$ cat src/rtl/disp_scan4_pkg.sv
// Shared constants for the display blocks: scan slot encodings, glyph table
// and the all-off segment pattern.
package disp_scan4_pkg;

    typedef enum logic [1:0] {
        S0 = 2'd0,
        S1 = 2'd1,
        S2 = 2'd2,
        S3 = 2'd3
    } scan_state_e;

    localparam logic [6:0] SEG_BLANK = 7'b1111111;
    localparam logic [3:0] AN_OFF    = 4'b1111;

    // Active-low {g,f,e,d,c,b,a}; 7 drawn without f, 9 drawn without d.
    localparam logic [6:0] GLYPH_TABLE [16] = '{
        7'b1000000,  // 0
        7'b1111001,  // 1
        7'b0100100,  // 2
        7'b0110000,  // 3
        7'b0011001,  // 4
        7'b0010010,  // 5
        7'b0000010,  // 6
        7'b1111000,  // 7
        7'b0000000,  // 8
        7'b0011000,  // 9
        7'b0001000,  // A
        7'b0000011,  // b
        7'b1000110,  // C
        7'b0100001,  // d
        7'b0000110,  // E
        7'b0001110   // F
    };

    function automatic logic [6:0] hex_glyph(input logic [3:0] nib);
        return GLYPH_TABLE[nib];
    endfunction

    function automatic scan_state_e next_slot(input scan_state_e cur);
        scan_state_e nxt;
        case (cur)
            S0:      nxt = S1;
            S1:      nxt = S2;
            S2:      nxt = S3;
            default: nxt = S0;
        endcase
        return nxt;
    endfunction

endpackage

$ cat src/rtl/hex7seg.sv
// Combinational hex nibble to active-low seven-segment glyph decoder.
module hex7seg
    import disp_scan4_pkg::*;
(
    input  logic [3:0] hex_i,
    output logic [6:0] seg_o
);

    always_comb begin
        seg_o = hex_glyph(hex_i);
    end

endmodule

$ cat src/rtl/disp_scan4.sv
// Four-digit multiplexed display scanner: shifts loaded nibbles into a
// four-deep history and time-multiplexes them onto active-low seg/an/dp.
module disp_scan4
    import disp_scan4_pkg::*;
#(
    parameter int REFRESH_DIV = 100_000
) (
    input  logic       clk,
    input  logic       reset,
    input  logic [3:0] value_in,
    input  logic       load,
    input  logic       blank,
    output logic [6:0] seg,
    output logic [3:0] an,
    output logic       dp
);

    localparam int              CNT_W    = (REFRESH_DIV > 1) ? $clog2(REFRESH_DIV) : 1;
    localparam logic [CNT_W-1:0] CNT_LAST = CNT_W'(REFRESH_DIV - 1);

    logic [CNT_W-1:0] cnt_q, cnt_d;
    logic             tick;

    logic [3:0]  hist_q [4];
    logic [3:0]  hist_d [4];
    logic [3:0]  vld_q, vld_d;

    scan_state_e state_q;
    logic [1:0]  slot_idx;

    logic [3:0]  sel_digit;
    logic        slot_on;
    logic [6:0]  glyph;

    logic [6:0]  seg_q, seg_d;
    logic [3:0]  an_q, an_d;
    logic        dp_q, dp_d;

    // Refresh divider: tick marks the cycle on which the counter wraps.
    always_comb begin
        tick  = (cnt_q == CNT_LAST);
        cnt_d = tick ? '0 : cnt_q + 1'b1;
    end

    always_ff @(posedge clk or posedge reset) begin
        if (reset) begin
            cnt_q <= '0;
        end else begin
            cnt_q <= cnt_d;
        end
    end

    // History shift register; every load is captured regardless of scan rate.
    always_comb begin
        hist_d = hist_q;
        vld_d  = vld_q;
        if (load) begin
            hist_d[0] = value_in;
            for (int k = 1; k < 4; k++) begin
                hist_d[k] = hist_q[k-1];
            end
            vld_d = {vld_q[2:0], 1'b1};
        end
    end

    always_ff @(posedge clk or posedge reset) begin
        if (reset) begin
            for (int k = 0; k < 4; k++) begin
                hist_q[k] <= '0;
            end
            vld_q <= '0;
        end else begin
            hist_q <= hist_d;
            vld_q  <= vld_d;
        end
    end

    always_ff @(posedge clk or posedge reset) begin
        if (reset) begin
            state_q <= S0;
        end else if (tick) begin
            state_q <= next_slot(state_q);
        end
    end

    // Slot mux feeds the single shared decoder.
    always_comb begin
        slot_idx  = state_q;
        sel_digit = hist_q[slot_idx];
        slot_on   = vld_q[slot_idx] & ~blank;
    end

    hex7seg u_hex7seg (
        .hex_i (sel_digit),
        .seg_o (glyph)
    );

    always_comb begin
        seg_d = SEG_BLANK;
        an_d  = AN_OFF;
        dp_d  = 1'b1;
        if (slot_on) begin
            seg_d = glyph;
            an_d  = ~(4'b0001 << slot_idx);
            dp_d  = (state_q != S0);
        end
    end

    always_ff @(posedge clk or posedge reset) begin
        if (reset) begin
            seg_q <= SEG_BLANK;
            an_q  <= AN_OFF;
            dp_q  <= 1'b1;
        end else begin
            seg_q <= seg_d;
            an_q  <= an_d;
            dp_q  <= dp_d;
        end
    end

    assign seg = seg_q;
    assign an  = an_q;
    assign dp  = dp_q;

endmodule

$ cat config.mk
export PLATFORM = sky130hd
export DESIGN_NAME = disp_scan4
export DESIGN_NICKNAME = d
export VERILOG_FILES = /design/src/rtl/disp_scan4_pkg.sv /design/src/rtl/hex7seg.sv /design/src/rtl/disp_scan4.sv
export SDC_FILE = /design/constraint.sdc
export NUM_CORES = 1
export LEC_CHECK = 0
export BUFFER_PORTS_ARGS = -buffer_cell sky130_fd_sc_hd__buf_2
export CAP_MARGIN = 20
export CORE_MARGIN = 2
export CORE_UTILIZATION = 60
export CTS_CLUSTER_SIZE = 12
export DETAILED_ROUTE_END_ITERATION = 10
export PLACE_DENSITY = 0.8
export SYNTH_ARGS = -nofsm -noshare
export SYNTH_HDL_FRONTEND = slang
export SYNTH_HIERARCHICAL = 1
export SYNTH_SLANG_ARGS = --single-unit
$ cat constraint.sdc
create_clock -name clk -period 4.42 [get_ports clk]
set_input_delay 0.663 -clock clk [delete_from_list [all_inputs] [get_ports clk]]
set_output_delay 0.663 -clock clk [all_outputs]
set_load 0.01 [all_outputs]
**Word level (Yosys, flattened, before mapping)**

Memories as Yosys holds them, arrays and structs flattened.
Index checks and enable logic that the tools add are counted.

- Flip-flop bits (word level): 51
- Latch bits: 0
- Bits in writable memories: 0
- ROM bits: 112
- Input port bits: 8
- Output and inout port bits: 12
- Word-level logic and storage cells: 38
- Memories kept: 1

- $add $sub $neg: 1
- Multipliers: 0
- Div/mod/pow operators: 0
- Magnitude comparators: 3
- Eq/ne operators: 3
- Shift-type cells: 1
- Mux-type cells: 12
- Bitwise operators: 5
- Reduce and logical (&&, ||, !) cells: 2

Memory list:

| memory | depth | bits a word | rd ports | clocked after memory_dff | wr ports | RTL line | text |
|---|---|---|---|---|---|---|---|
| (name not given) | 16 | 7 | 1 | 0 | 0 | disp_scan4_pkg.sv:36 | `return GLYPH_TABLE[nib];` |

Operator list:

| operator | count |
|---|---|
| two-way mux 7 bit | 3 |
| adder 17 x 1 -> 17 bit, second input constant | 1 |
| == test 17 bit, second input constant | 1 |
| two-way mux 17 bit | 1 |
| two-way mux 4 bit | 3 |
| binary-select mux 4 bit (select 2 bit) | 1 |
| case mux 2 bit (3 select lines) | 1 |
| >= comparator 5 bit, second input constant | 1 |
| inverter 4 -> 5 bit | 1 |
| inverter 4 bit | 1 |
| left shift 1 x 2 -> 4 bit, first input constant | 1 |
| >= comparator 3 bit, second input constant | 1 |
| < comparator 2 x 3 -> 1 bit, second input constant | 1 |
| inverter 2 -> 3 bit | 1 |
| binary-select mux 1 bit (select 2 bit) | 1 |
| == test 2 x 1 -> 1 bit, second input constant | 1 |
| == test 2 bit, second input constant | 1 |
| zero test 2 bit | 1 |
| two-way mux 1 bit | 2 |
| nonzero test 2 bit | 1 |
| AND 1 bit | 1 |
| inverter 1 bit | 1 |

**Longest topological paths before layout**

Gate-level depths: netlist of the first run.

- Depth in word-level cells: 9
- Depth in mapped cells: 8
- Gate-level depth less buffers: 7

**Hierarchy**

The synthesis of the first run kept the hierarchy.

Modules (own cells, without submodules):

| module | instances | cells each | area each (µm²) | sequential area each (µm²) |
|---|---|---|---|---|
| disp_scan4 | 1 | 161 | 2165.8 | 1265.0 |
| hex7seg | 1 | 35 | 259.0 | 0.0 |

**Least setup slack after synthesis of the first run**

OpenSTA, ideal clock, no wires.

- Path type: register to register
- From: register state_q[0] (netlist: slot_idx[0])
- To: register seg_q[0] (netlist: seg[0])
- Setup time: 0.062 ns
- Data arrival time: 1.987 ns
- Required time: 4.358 ns
- Slack: 2.371 ns
- Stages on the path, launching flop included: 9
- Buffers on the path: 1
- Period minus slack after synthesis: 2.049 ns
- Path through: dfrtp_1 > buf_2 > mux4_2 > inv_1 > ha_1 > nor2b_1 > or3b_1 > o21ai_1 > nand2b_1

- Word-level cells in the longest chain between the ends: 9
- Elaborated cells between the ends (all ways): 12
- Classes of those cells: mux: 8; bitwise: 3; memory: 1

RTL lines:

| item | RTL line | text |
|---|---|---|
| start: declaration | disp_scan4.sv:28 | `scan_state_e state_q;` |
| start signal: assignment | disp_scan4.sv:82 | `state_q <= next_slot(state_q);` |
| inverter 2 -> 3 bit (not written as such) | disp_scan4.sv:89 | `sel_digit = hist_q[slot_idx];` |
| binary-select mux 4 bit (select 2 bit) | disp_scan4.sv:89 |  |
| two-way mux 4 bit (not written as such) (2 in a row) | disp_scan4.sv:89 |  |
| via sel_digit[1] | disp_scan4.sv:31 | `logic [3:0] sel_digit;` |
| inverter 4 -> 5 bit (not written as such) | disp_scan4_pkg.sv:36 |  |
| memory read (16 x 7 bit) | -- |  |
| two-way mux 7 bit (not written as such) (2 in a row) | disp_scan4_pkg.sv:36 |  |
| via glyph[0] | disp_scan4.sv:33 | `logic [6:0] glyph;` |
| two-way mux 7 bit | disp_scan4.sv:102 | `if (slot_on) begin` |
| via seg_d[0] | disp_scan4.sv:35 | `logic [6:0] seg_q, seg_d;` |
| end signal: assignment | disp_scan4.sv:115 | `seg_q <= seg_d;` |
| end: declaration | disp_scan4.sv:35 |  |

The timed path passes the listed nets, and every way through them passes these cells. The select of a mux whose other input is x is not followed.
A chain may end at the register's enable or synchronous reset.

**Worst setup path after layout of the first run**

Same ends and word-level chain as after synthesis.

==> results of run 1 <==
## routing by layer
metal	track usage	share of wire	wire [um]
met1	0.257	0.47	1900
met2	0.309	0.47	1890
met3	0.0567	0.035	139
met4	0.0714	0.018	71
met5	0	0	0
## power by group
group	total [mW]	internal (mW)	switching, mW
clock	0.261	0.112	0.149
sequential	0.515	0.497	0.0184
combinational	0.116	0.0590	0.0569
total	0.892	0.667	0.224
## metrics by stage
stage,total power [mW],worst slack (ns)
after floorplan,0.608,2.37
after global placement,0.629,2.26
after detailed placement,0.638,2.17
after CTS,0.899,2.13
after global routing,0.941,1.96
final,0.892,2.16
## worst min-delay path by stage
stage / start / to / slack, ns / depth (start not counted)
3_3_place_gp: cnt_q[0]$_DFF_PP0_ / cnt_q[0]$_DFF_PP0_ / 0.46 / 1
4_1_cts: cnt_q[0]$_DFF_PP0_ / cnt_q[0]$_DFF_PP0_ / 0.50 / 1
3_5_place_dp: cnt_q[0]$_DFF_PP0_ / cnt_q[0]$_DFF_PP0_ / 0.49 / 1
6_report: reset / cnt_q[6]$_DFF_PP0_ / 0.30 / 2
5_1_grt: reset / cnt_q[6]$_DFF_PP0_ / 0.32 / 2
2_1_floorplan: cnt_q[0]$_DFF_PP0_ / cnt_q[0]$_DFF_PP0_ / 0.45 / 1
## layout by cell type (no fill, tap or decap), types with 2 or more instances in the layout
cell / Yosys / final
dfrtp_1: 39 / 39
mux2_2: 21 / 21
buf_2: 3 / 19
nor2_1: 15 / 15
ha_1: 11 / 11
dfstp_2: 11 / 11
xor2_1: 10 / 10
nand2b_1: 9 / 9
nand2_1: 8 / 8
nand3_1: 8 / 8
inv_1: 7 / 6
mux4_2: 5 / 5
clkbuf_8: 0 / 5
nand4_1: 4 / 4
xnor2_1: 4 / 4
mux2i_1: 4 / 4
o21ai_0: 4 / 4
nor2b_1: 3 / 3
and3_2: 2 / 2
and4_1: 2 / 2
nor3_1: 2 / 2
a22o_1: 2 / 2
## cells by family (layout without fill, tap and decap cells)
logic type,after synthesis,after routing
XOR/XNOR,14,14
AO/OA/AOI/OAI,12,12
multiplexers,30,30
AND/OR/NAND/NOR,63,63
buffers and inverters,16,36
flip-flops,50,50
adder cells (fa/ha/maj),11,11
## sequential cells by signal (all words and copies together), names as in the netlist
name      cells
an            4
cnt_q        17
hist_q       16
seg           7
slot_idx      2
vld_q         4
## layout make-up
type / instances / area (um^2) / share of cell area
flip-flops and latches: 50 / 1260 / 0.477
multi-input cells: 130 / 1080 / 0.409
repair buffers: 21 / 123 / 0.0463
clock buffers: 5 / 68.8 / 0.0260
well taps: 50 / 62.6 / 0.0236
inverters: 7 / 26.3 / 0.00992
clock inverters: 3 / 20.0 / 0.00755
==> flow_summary_export.csv, run 1 <==
group,metric,value,unit
outcome,status,"complete, no violations",
logic_synthesis,ys_types,40,
worst_setup_path,r2r-end,"seg[0]$_DFF_PP1_",
sta,finalClockSkew,0.0117,ns
worst_setup_path,reg2reg_from,"slot_idx[0]$_DFFE_PP0N_",
cts,cts_root_buffer,"clkbuf_8",
worst_setup_path,arrival,2.51,ns
logic_synthesis,yosysWarningCount,6,
layout,fin_nets,234,
layout,final_util,0.672,
routing,vias,1474,
logic_synthesis,synth_top_family_by_area,"multiplexers",
sta,whs,0.301,ns
pwr,vdd_drop_max,310,uV
logic_synthesis,syn-num-nets,215,
cts,clk_pin_slew_worst_paths,0.09,ns
cts,cts_num_sinks,50,
floorplanning,core_area,0.00394,mm^2
logic_synthesis,synth_commonest_cells,"39 x dfrtp_1, 21 x mux2_2, 15 x nor2_1",
cts,ctsHoldBuffers,0,
routing,first_pass_iters,4,
layout,drive_gt1_frac,0.347,
sta,fin_setup_tns,0,ns
worst_setup_path,critPathLaunchType,"flip-flop",
worst_setup_path,crit_path_end,"seg[0]$_DFF_PP1_",
routing,routed_wl,4000,um
sta,relSlewSlack,0.512,
cts,cts_tree,"done",
worst_setup_path,critical_path.top_delay_family,"multiplexers",
logic_synthesis,yosys.area.top_type_share,0.402,
logic_synthesis,synthAdderAreaFrac,0.0568,
sta,rsz0062_at_grt,"false",
routing,wl_per_cell,15.0,um
floorplanning,num_rows,23,
logic_synthesis,netlist_area,0.00242,mm^2
global_route,grt_use_total,0.196,
sta,worst_slew_pin_slew,0.731,ns
logic_synthesis,synth_top_cell_by_area,"dfrtp_1",
cts,cts-buffers-inserted,5,
logic_synthesis,synth-compound-area-share,0.0335,
logic_synthesis,synth_mux_area_frac,0.160,
sta,drv_slew,0,
logic_synthesis,async_flop_share,1.00,
sta,max_freq,0.442,GHz
placement,hpwl,2850,um
routing,drc,0,
logic_synthesis,synthCells,196,
floorplanning,die_h,67.6,um
layout,n_antenna_cell,0,
hold_path,hold_path.class,"in -> async",
pwr,power_density,336,mW/mm^2
placement,placed_cell_area,0.00254,mm^2
sta,finalCritPeriodShare,0.512,
sta,fin_crit,2.26,ns
worst_setup_path,critPathRequiredTime,4.67,ns
global_route,grt_overflow,0,
cts,post_cts_buffers,0,
layout,nFillCells,287,
worst_setup_path,cp_cell_sequence,"mux4_2 > inv_1 > ha_1 > nor2b_1 > or3b_1 > o21ai_1 > nand2b_1",
pwr,power.leakage,1.18,nW
sta,hold_viol,0,
placement,numPortBuffers,19,
worst_setup_path,worst-r2r-setup-slack,2.16,ns
worst_setup_path,crit_slowest_cell,"mux4_2",
floorplanning,ios,20,
placement,dp.cells,257,
routing,vias_per_cell,5.54,
worst_setup_path,worst-path-stages,7,
layout,final_cells,266,
layout,postLayoutCellArea,0.00265,mm^2
worst_setup_path,cp-startpoint,"slot_idx[0]$_DFFE_PP0N_",
logic_synthesis,synthXorXnorAreaFrac,0.0506,
worst_setup_path,path_class,"reg -> reg",
logic_synthesis,yosysSeqAreaShare,0.522,
global_route,first_global_vias,1427,
placement,place_congestion,0.841,
routing,ant_nets,0,
global_route,grt_pass1_wl,6510,um
cts,clock_latency,0.30,ns
worst_setup_path,reg2regPathDepth,7,
cts,clock_path_buffers,2,
logic_synthesis,synth.area.top_cells,"dfrtp_1 40%, dfstp_2 12%, mux2_2 9.8%, ha_1 5.7%, mux4_2 4.6%",
worst_setup_path,crit_fanout,8,
logic_synthesis,yosysMostFrequentCell,"dfrtp_1",
cts,ctsHtreeMaxLevel,2,
cts,post_cts_resized,0,
global_route,grt_max_degree,51,
floorplanning,start_util,0.615,
job,maxCapViolations,0,
floorplanning,die-area,0.00457,mm^2
logic_synthesis,synth-seq-cells,50,
worst_setup_path,cp.buffers_inverters,1,
worst_setup_path,end_kind,"flip-flop",
layout,syn_to_final_growth,9.29,%
floorplanning,die_w,67.6,um
logic_synthesis,synth-main-ff-cell,"dfrtp_1",
logic_synthesis,avgSynthCellArea,12.4,um^2
global_route,antenna_found_initial,0,
logic_synthesis,synthSimpleGateAreaFrac,0.146,
worst_setup_path,slowest_delay,0.61,ns
logic_synthesis,synth_edf_count,0,
sta,setup_viol,0,
routing,drt_iter0_markers,37,
Note: power is estimated with default switching activity, not from simulation.
==> run 2: changes to the inputs <==
--- a/config.mk
+++ b/config.mk
@@ -8,10 +8,10 @@
 export BUFFER_PORTS_ARGS = -buffer_cell sky130_fd_sc_hd__buf_2
 export CAP_MARGIN = 20
 export CORE_MARGIN = 2
-export CORE_UTILIZATION = 60
+export CORE_UTILIZATION = 59
 export CTS_CLUSTER_SIZE = 12
 export DETAILED_ROUTE_END_ITERATION = 10
-export PLACE_DENSITY = 0.8
+export PLACE_DENSITY = 0.79
 export SYNTH_ARGS = -nofsm -noshare
 export SYNTH_HDL_FRONTEND = slang
 export SYNTH_HIERARCHICAL = 1
==> constraint.sdc (replaced) <==
create_clock -name clk -period 2.15 [get_ports clk]
set_input_delay 0.3225 -clock clk [delete_from_list [all_inputs] [get_ports clk]]
set_output_delay 0.3225 -clock clk [all_outputs]
set_load 0.01 [all_outputs]
==> run 2 against run 1 <==
  * Combinational power increased by 110%
  * Via count increased by 2.7%
  * Critical path depth unchanged
  * Count of clock-buffer cells in the layout is 2 higher
  * Register-to-register slack got worse by 2.0 ns
  * Largest power group unchanged
  * Critical path type unchanged
  * Global-route usage is 1.8 points higher
  * Fmax increased by 14%
  * Power increased by 120%
  * Clock skew fell by 0.0040 ns
  * Sequential cell count unchanged
==> flow_summary_export.csv, run 2 (same netlist as run 1, synthesis figures left out) <==
group,metric,value,unit
routing,first_pass_iters,4,
layout,layout_common_cells,"38 x dfrtp_1, 21 x mux2_2, 19 x buf_2",
placement,dp.cells,265,
global_route,grt_use_total,0.213,
cts,ctsHoldBuffers,0,
cts,clock_path_buffers,2,
sta,fin_setup_tns,0,ns
pwr,vdd_drop_max,512,uV
layout,largest_register,"cnt_q",
pwr,power.leakage,1.21,nW
global_route,grt.met3_usage,0.0526,
worst_setup_path,reg2regPathDepth,7,
worst_setup_path,critPathRequiredTime,2.40,ns
pwr,seq_power_share,0.545,
layout,drive_gt1_frac,0.368,
worst_setup_path,reg2reg_from,"slot_idx[0]$_DFFE_PP0N_",
global_route,first_global_vias,1560,
floorplanning,core_area,0.00397,mm^2
sta,finalClockSkew,0.00777,ns
routing,vias_per_cell,5.55,
global_route,met2_usage,0.362,
floorplanning,die_w,68.1,um
placement,numPortBuffers,19,
floorplanning,start_util,0.611,
job,maxCapViolations,0,
global_route,use_met1,0.269,
sta,finalCritPeriodShare,0.927,
routing,drc,0,
layout,final_cells,273,
cts,cts_root_buffer,"clkbuf_8",
worst_setup_path,critPathLaunchType,"flip-flop",
cts,cts_tree,"done",
pwr,p_sw,448,uW
outcome,status,"complete, no violations",
pwr,p_int,1.50,mW
global_route,grt_max_degree,27,
worst_setup_path,cp-startpoint,"slot_idx[0]$_DFFE_PP0N_",
sta,hold_viol,0,
global_route,grt-busiest-layer,"met2",
pwr,power_density,717,mW/mm^2
cts,ctsHtreeMaxLevel,2,
worst_setup_path,end_kind,"flip-flop",
layout,fin_nets,241,
hold_path,hold_path.class,"in -> async",
cts,clk_pin_slew_worst_paths,0.09,ns
sta,drv_slew,0,
floorplanning,num_rows,23,
routing,routed_wl,4120,um
floorplanning,ios,20,
routing,wl_per_cell,15.1,um
pwr,total_power,1.94,mW
global_route,grt_overflow,0,
global_route,antenna_found_initial,0,
cts,cts_num_sinks,50,
routing,ant_nets,0,
sta,relSlewSlack,0.654,
worst_setup_path,arrival,2.24,ns
layout,largest_reg_flops,17,
floorplanning,die_h,68.1,um
floorplanning,die-area,0.00464,mm^2
layout,final_common_cell,"dfrtp_1",
routing,drt_iter0_markers,85,
worst_setup_path,r2r-end,"seg[0]$_DFF_PP1_",
cts,cts-buffers-inserted,5,
routing,vias,1514,
layout,n_antenna_cell,0,
layout,syn_to_final_growth,11.7,%
worst_setup_path,worst-r2r-setup-slack,0.16,ns
worst_setup_path,crit_fanout,5,
placement,place_congestion,0.891,
pwr,p_comb_frac,0.125,
worst_setup_path,crit_path_end,"seg[0]$_DFF_PP1_",
placement,hpwl,3020,um
layout,nFillCells,295,
pwr,swShare,0.230,
sta,setup_viol,0,
sta,fin_crit,1.99,ns
pwr,pwr-share-clk,0.330,
sta,max_freq,0.502,GHz
global_route,grt_pass1_wl,7240,um
sta,worst_slew_pin_slew,0.518,ns
sta,rsz0062_at_grt,"false",
cts,clock_latency,0.30,ns
worst_setup_path,path_class,"reg -> reg",
-- run 2: power by group through the flow --
| stage | logic [mW] | clock network [mW] | registers (mW) |
|---|---|---|---|
| after floorplan | 0.175 | 0 | 1.07 |
| after global placement | 0.230 | 0 | 1.07 |
| after detailed placement | 0.245 | 0 | 1.08 |
| after CTS | 0.246 | 0.652 | 1.06 |
| after global routing | 0.273 | 0.697 | 1.07 |
| final | 0.243 | 0.641 | 1.06 |
-- run 2: layout make-up --
type,count,area [um^2],share of cell area
sequential,50,1270,0.467
multi-input combinational,130,1080,0.400
timing repair buffer,28,163,0.0600
clock buffer,7,76.3,0.0282
tap,50,62.6,0.0231
clock inverter,1,30.0,0.0111
inverter,7,26.3,0.00970
-- run 2: metrics by stage --
stage	cell area, um^2	setup slack [ns]	hold slack (ns)	util
after floorplan	2420	0.101	0.442	-
after global placement	2600	0.193	0.382	0.655
after detailed placement	2600	0.0728	0.392	0.655
after CTS	2710	0.0434	0.0635	0.682
after global routing	2710	0.0462	0.0778	0.682
final	2710	0.157	0.0425	0.682
-- run 2: repair_timing --
action                     in CTS  in global routing
gates resized for setup         0                  2
buffers inserted                0                  0
setup endpoints to repair       0                  2
-- run 2: worst min path at each step --
stage | start | end | slack, ns | cells past startpoint
2_1_floorplan | blank | seg[6]$_DFF_PP1_ | 0.44 | 2
3_3_place_gp | reset | cnt_q[12]$_DFF_PP0_ | 0.38 | 2
3_5_place_dp | reset | cnt_q[14]$_DFF_PP0_ | 0.39 | 2
4_1_cts | reset | cnt_q[14]$_DFF_PP0_ | 0.06 | 2
5_1_grt | reset | cnt_q[14]$_DFF_PP0_ | 0.08 | 2
6_report | reset | cnt_q[15]$_DFF_PP0_ | 0.04 | 2
-- run 2: layer usage --
metal	up-vias	share of wire	routed length (um)
met4	0	0.015	63
met1	756	0.46	1880
met5	-	0	0
met3	7	0.037	151
li1	728	-	-
met2	23	0.49	2030
-- run 2: worst max-delay path: stages, from the launching register on --
cell,delay [ns]
dfrtp_2,0.42
mux4_2,0.58
inv_2,0.13
ha_1,0.20
nor2b_1,0.07
or3b_1,0.36
o21ai_1,0.06
nand2b_1,0.11
==> run 3: changes to the inputs <==
--- a/config.mk
+++ b/config.mk
@@ -5,13 +5,15 @@
 export SDC_FILE = /design/constraint.sdc
 export NUM_CORES = 1
 export LEC_CHECK = 0
-export BUFFER_PORTS_ARGS = -buffer_cell sky130_fd_sc_hd__buf_2
+export BUFFER_PORTS_ARGS = -buffer_cell sky130_fd_sc_hd__buf_4
 export CAP_MARGIN = 20
+export CELL_PAD_IN_SITES_DETAIL_PLACEMENT = 1
+export CELL_PAD_IN_SITES_GLOBAL_PLACEMENT = 1
 export CORE_MARGIN = 2
-export CORE_UTILIZATION = 59
+export CORE_UTILIZATION = 48
 export CTS_CLUSTER_SIZE = 12
 export DETAILED_ROUTE_END_ITERATION = 10
-export PLACE_DENSITY = 0.79
+export PLACE_DENSITY_LB_ADDON = 0.1
 export SYNTH_ARGS = -nofsm -noshare
 export SYNTH_HDL_FRONTEND = slang
 export SYNTH_HIERARCHICAL = 1
==> constraint.sdc (replaced) <==
create_clock -name clk -period 1.97 [get_ports clk]
set_input_delay 0.2955 -clock clk [delete_from_list [all_inputs] [get_ports clk]]
set_output_delay 0.2955 -clock clk [all_outputs]
set_load 0.01 [all_outputs]
==> run 3 against run 2 <==
  * Count of clock-buffer cells in the layout down 1
  * Global-route usage shrank 2.4 points
  * Sequential cell count unchanged
  * Final area increased by 5.8%
  * First-iteration DRC count shrank 42%
  * Non-clock buffer count is 4 higher
  * Routed wire length increased by 12%
  * Power up 5.1%
  * Critical path type unchanged
==> flow_summary_export.csv, run 3 (same netlist as run 1, synthesis figures left out) <==
group,metric,value,unit
layout,nFillCells,499,
placement,place_congestion,0.884,
layout,syn_to_final_growth,18.2,%
cts,clock_path_buffers,2,
worst_setup_path,crit_fanout,5,
pwr,pwr-share-clk,0.274,
pwr,vdd_drop_max,369,uV
sta,finalClockSkew,0.00699,ns
sta,drv_slew,0,
pwr,swShare,0.247,
layout,largest_reg_flops,17,
pwr,power_density,712,mW/mm^2
cts,clock_latency,0.30,ns
layout,drive_gt1_frac,0.419,
job,maxCapViolations,0,
global_route,first_global_vias,1645,
sta,relSlewSlack,0.646,
layout,n_antenna_cell,0,
worst_setup_path,path_class,"reg -> reg",
routing,first_pass_iters,4,
pwr,p_sw,504,uW
sta,whs,0.0379,ns
routing,vias_per_cell,5.34,
worst_setup_path,worst-r2r-setup-slack,0.08,ns
sta,rsz0062_at_grt,"true",
layout,multi_input_area,0.00114,mm^2
placement,placed_cell_area,0.00269,mm^2
floorplanning,die-area,0.00564,mm^2
floorplanning,start_util,0.507,
sta,setup_viol,0,
layout,largest_register,"cnt_q",
cts,cts_tree,"done",
floorplanning,num_rows,25,
pwr,power.leakage,1.26,nW
worst_setup_path,end_kind,"flip-flop",
layout,postLayoutCellArea,0.00287,mm^2
pwr,seq_power_share,0.567,
sta,max_freq,0.528,GHz
layout,final_common_cell,"dfrtp_1",
worst_setup_path,critical_path.top_delay_family,"multiplexers",
floorplanning,core_area,0.00479,mm^2
layout,fin_nets,245,
global_route,grt_pass1_wl,7870,um
placement,numPortBuffers,19,
worst_setup_path,slowest_delay,0.58,ns
routing,drc,0,
cts,cts_num_sinks,50,
layout,layout_common_cells,"38 x dfrtp_1, 30 x buf_4, 21 x mux2_2",
worst_setup_path,critPathRequiredTime,2.19,ns
global_route,grt_max_degree,28,
cts,ctsHtreeMaxLevel,2,
sta,worst_slew_pin_slew,0.529,ns
sta,fin_crit,1.89,ns
pwr,p_comb_frac,0.159,
routing,ant_nets,0,
worst_setup_path,arrival,2.12,ns
cts,ctsHoldBuffers,0,
sta,finalCritPeriodShare,0.962,
worst_setup_path,cp_cell_sequence,"mux4_2 > clkinv_4 > ha_4 > nand2b_4 > o21ai_1 > a32o_1 > nand2b_4",
pwr,p_int,1.54,mW
hold_path,hold_path.class,"in -> async",
worst_setup_path,crit_slowest_cell,"mux4_2",
routing,drt_iter0_markers,49,
cts,cts_root_buffer,"clkbuf_8",
floorplanning,die_h,75.1,um
worst_setup_path,crit_top_cell,"nand2b_4",
worst_setup_path,reg2regPathDepth,7,
worst_setup_path,reg2reg_from,"slot_idx[0]$_DFFE_PP0N_",
routing,routed_wl,4630,um
floorplanning,ios,20,
worst_setup_path,critPathLaunchType,"flip-flop",
cts,clk_pin_slew_worst_paths,0.09,ns
floorplanning,die_w,75.1,um
routing,vias,1570,
sta,hold_viol,0,
worst_setup_path,cp.buffers_inverters,1,
placement,hpwl,3420,um
worst_setup_path,r2r-end,"seg[1]$_DFF_PP1_",
worst_setup_path,cp-startpoint,"slot_idx[0]$_DFFE_PP0N_",
global_route,grt_use_total,0.189,
routing,wl_per_cell,15.7,um
layout,register_area,0.00127,mm^2
outcome,status,"complete, no violations",
global_route,antenna_found_initial,0,
cts,cts-buffers-inserted,5,
global_route,grt_overflow,0,
-- run 3: changes by cell type in the layout (fill, tap and decap cells not counted), sizes merged --
cell / before / now
buf: 28 / 32
clkinv: 0 / 3
clkbuf: 7 / 6
bufinv: 1 / 0
inv: 7 / 6
-- run 3: power by group through the flow --
stage	clock [mW]	sequential (mW)	combinational, mW
floorplan	0	1.17	0.192
global placement	0	1.17	0.272
detailed placement	0	1.18	0.288
CTS	0.587	1.16	0.304
global route	0.623	1.17	0.358
finish	0.560	1.16	0.325
-- run 3: per-stage QoR --
step	setup TNS (ns)	power [mW]	util	cells	setup WS, ns
after global routing	-0.0142	2.15	0.599	294	-0.0130
after CTS	0	2.05	0.588	293	0.00104
after global placement	0	1.45	0.562	283	0.0350
after detailed placement	-0.0587	1.46	0.562	283	-0.0357
final	0	2.04	0.599	294	0.0757
after floorplan	0	1.36	-	196	0.00514
-- run 3: routing by layer --
metal	track usage	share of wire	vias up
met1	0.250	0.47	795
met2	0.307	0.48	29
met3	0.0402	0.039	9
met5	0	0	-
met4	0.0734	0.016	0
li1	-	-	737
-- run 3: worst reg2reg max path: cells and delay by family (launching register included) --
kind                       cells  cell delay [ns]
and+or+nand+nor                2             0.21
adders and majority gates      1             0.21
muxes                          1             0.58
AOI/OAI and AO/OA              2             0.28
DFF                            1             0.43
buffers and inverters          1             0.12
-- run 3: worst max path at each step --
stage / to / slack (ns) / cells past startpoint
floorplan: seg[0]$_DFF_PP1_ / 0.005 / 8
global placement: seg[1]$_DFF_PP1_ / 0.03 / 7
detailed placement: seg[1]$_DFF_PP1_ / -0.04 / 7
CTS: seg[1]$_DFF_PP1_ / 0.001 / 7
global route: seg[0]$_DFF_PP1_ / -0.01 / 7
finish: seg[1]$_DFF_PP1_ / 0.08 / 7
-- run 3: final cells by class --
type / count / area share
clock inverter: 2 / 0.00306
inverter: 7 / 0.0118
multi-input combinational: 130 / 0.399
tap: 67 / 0.0292
timing repair buffer: 32 / 0.0895
sequential: 50 / 0.442
clock buffer: 6 / 0.0253
-- run 3: what timing repair did --
item / 4_1_cts / 5_1_grt
gates resized for setup: 5 / 11
setup buffers: 2 / 1
pin swaps: 0 / 2
setup endpoints to repair: 3 / 5
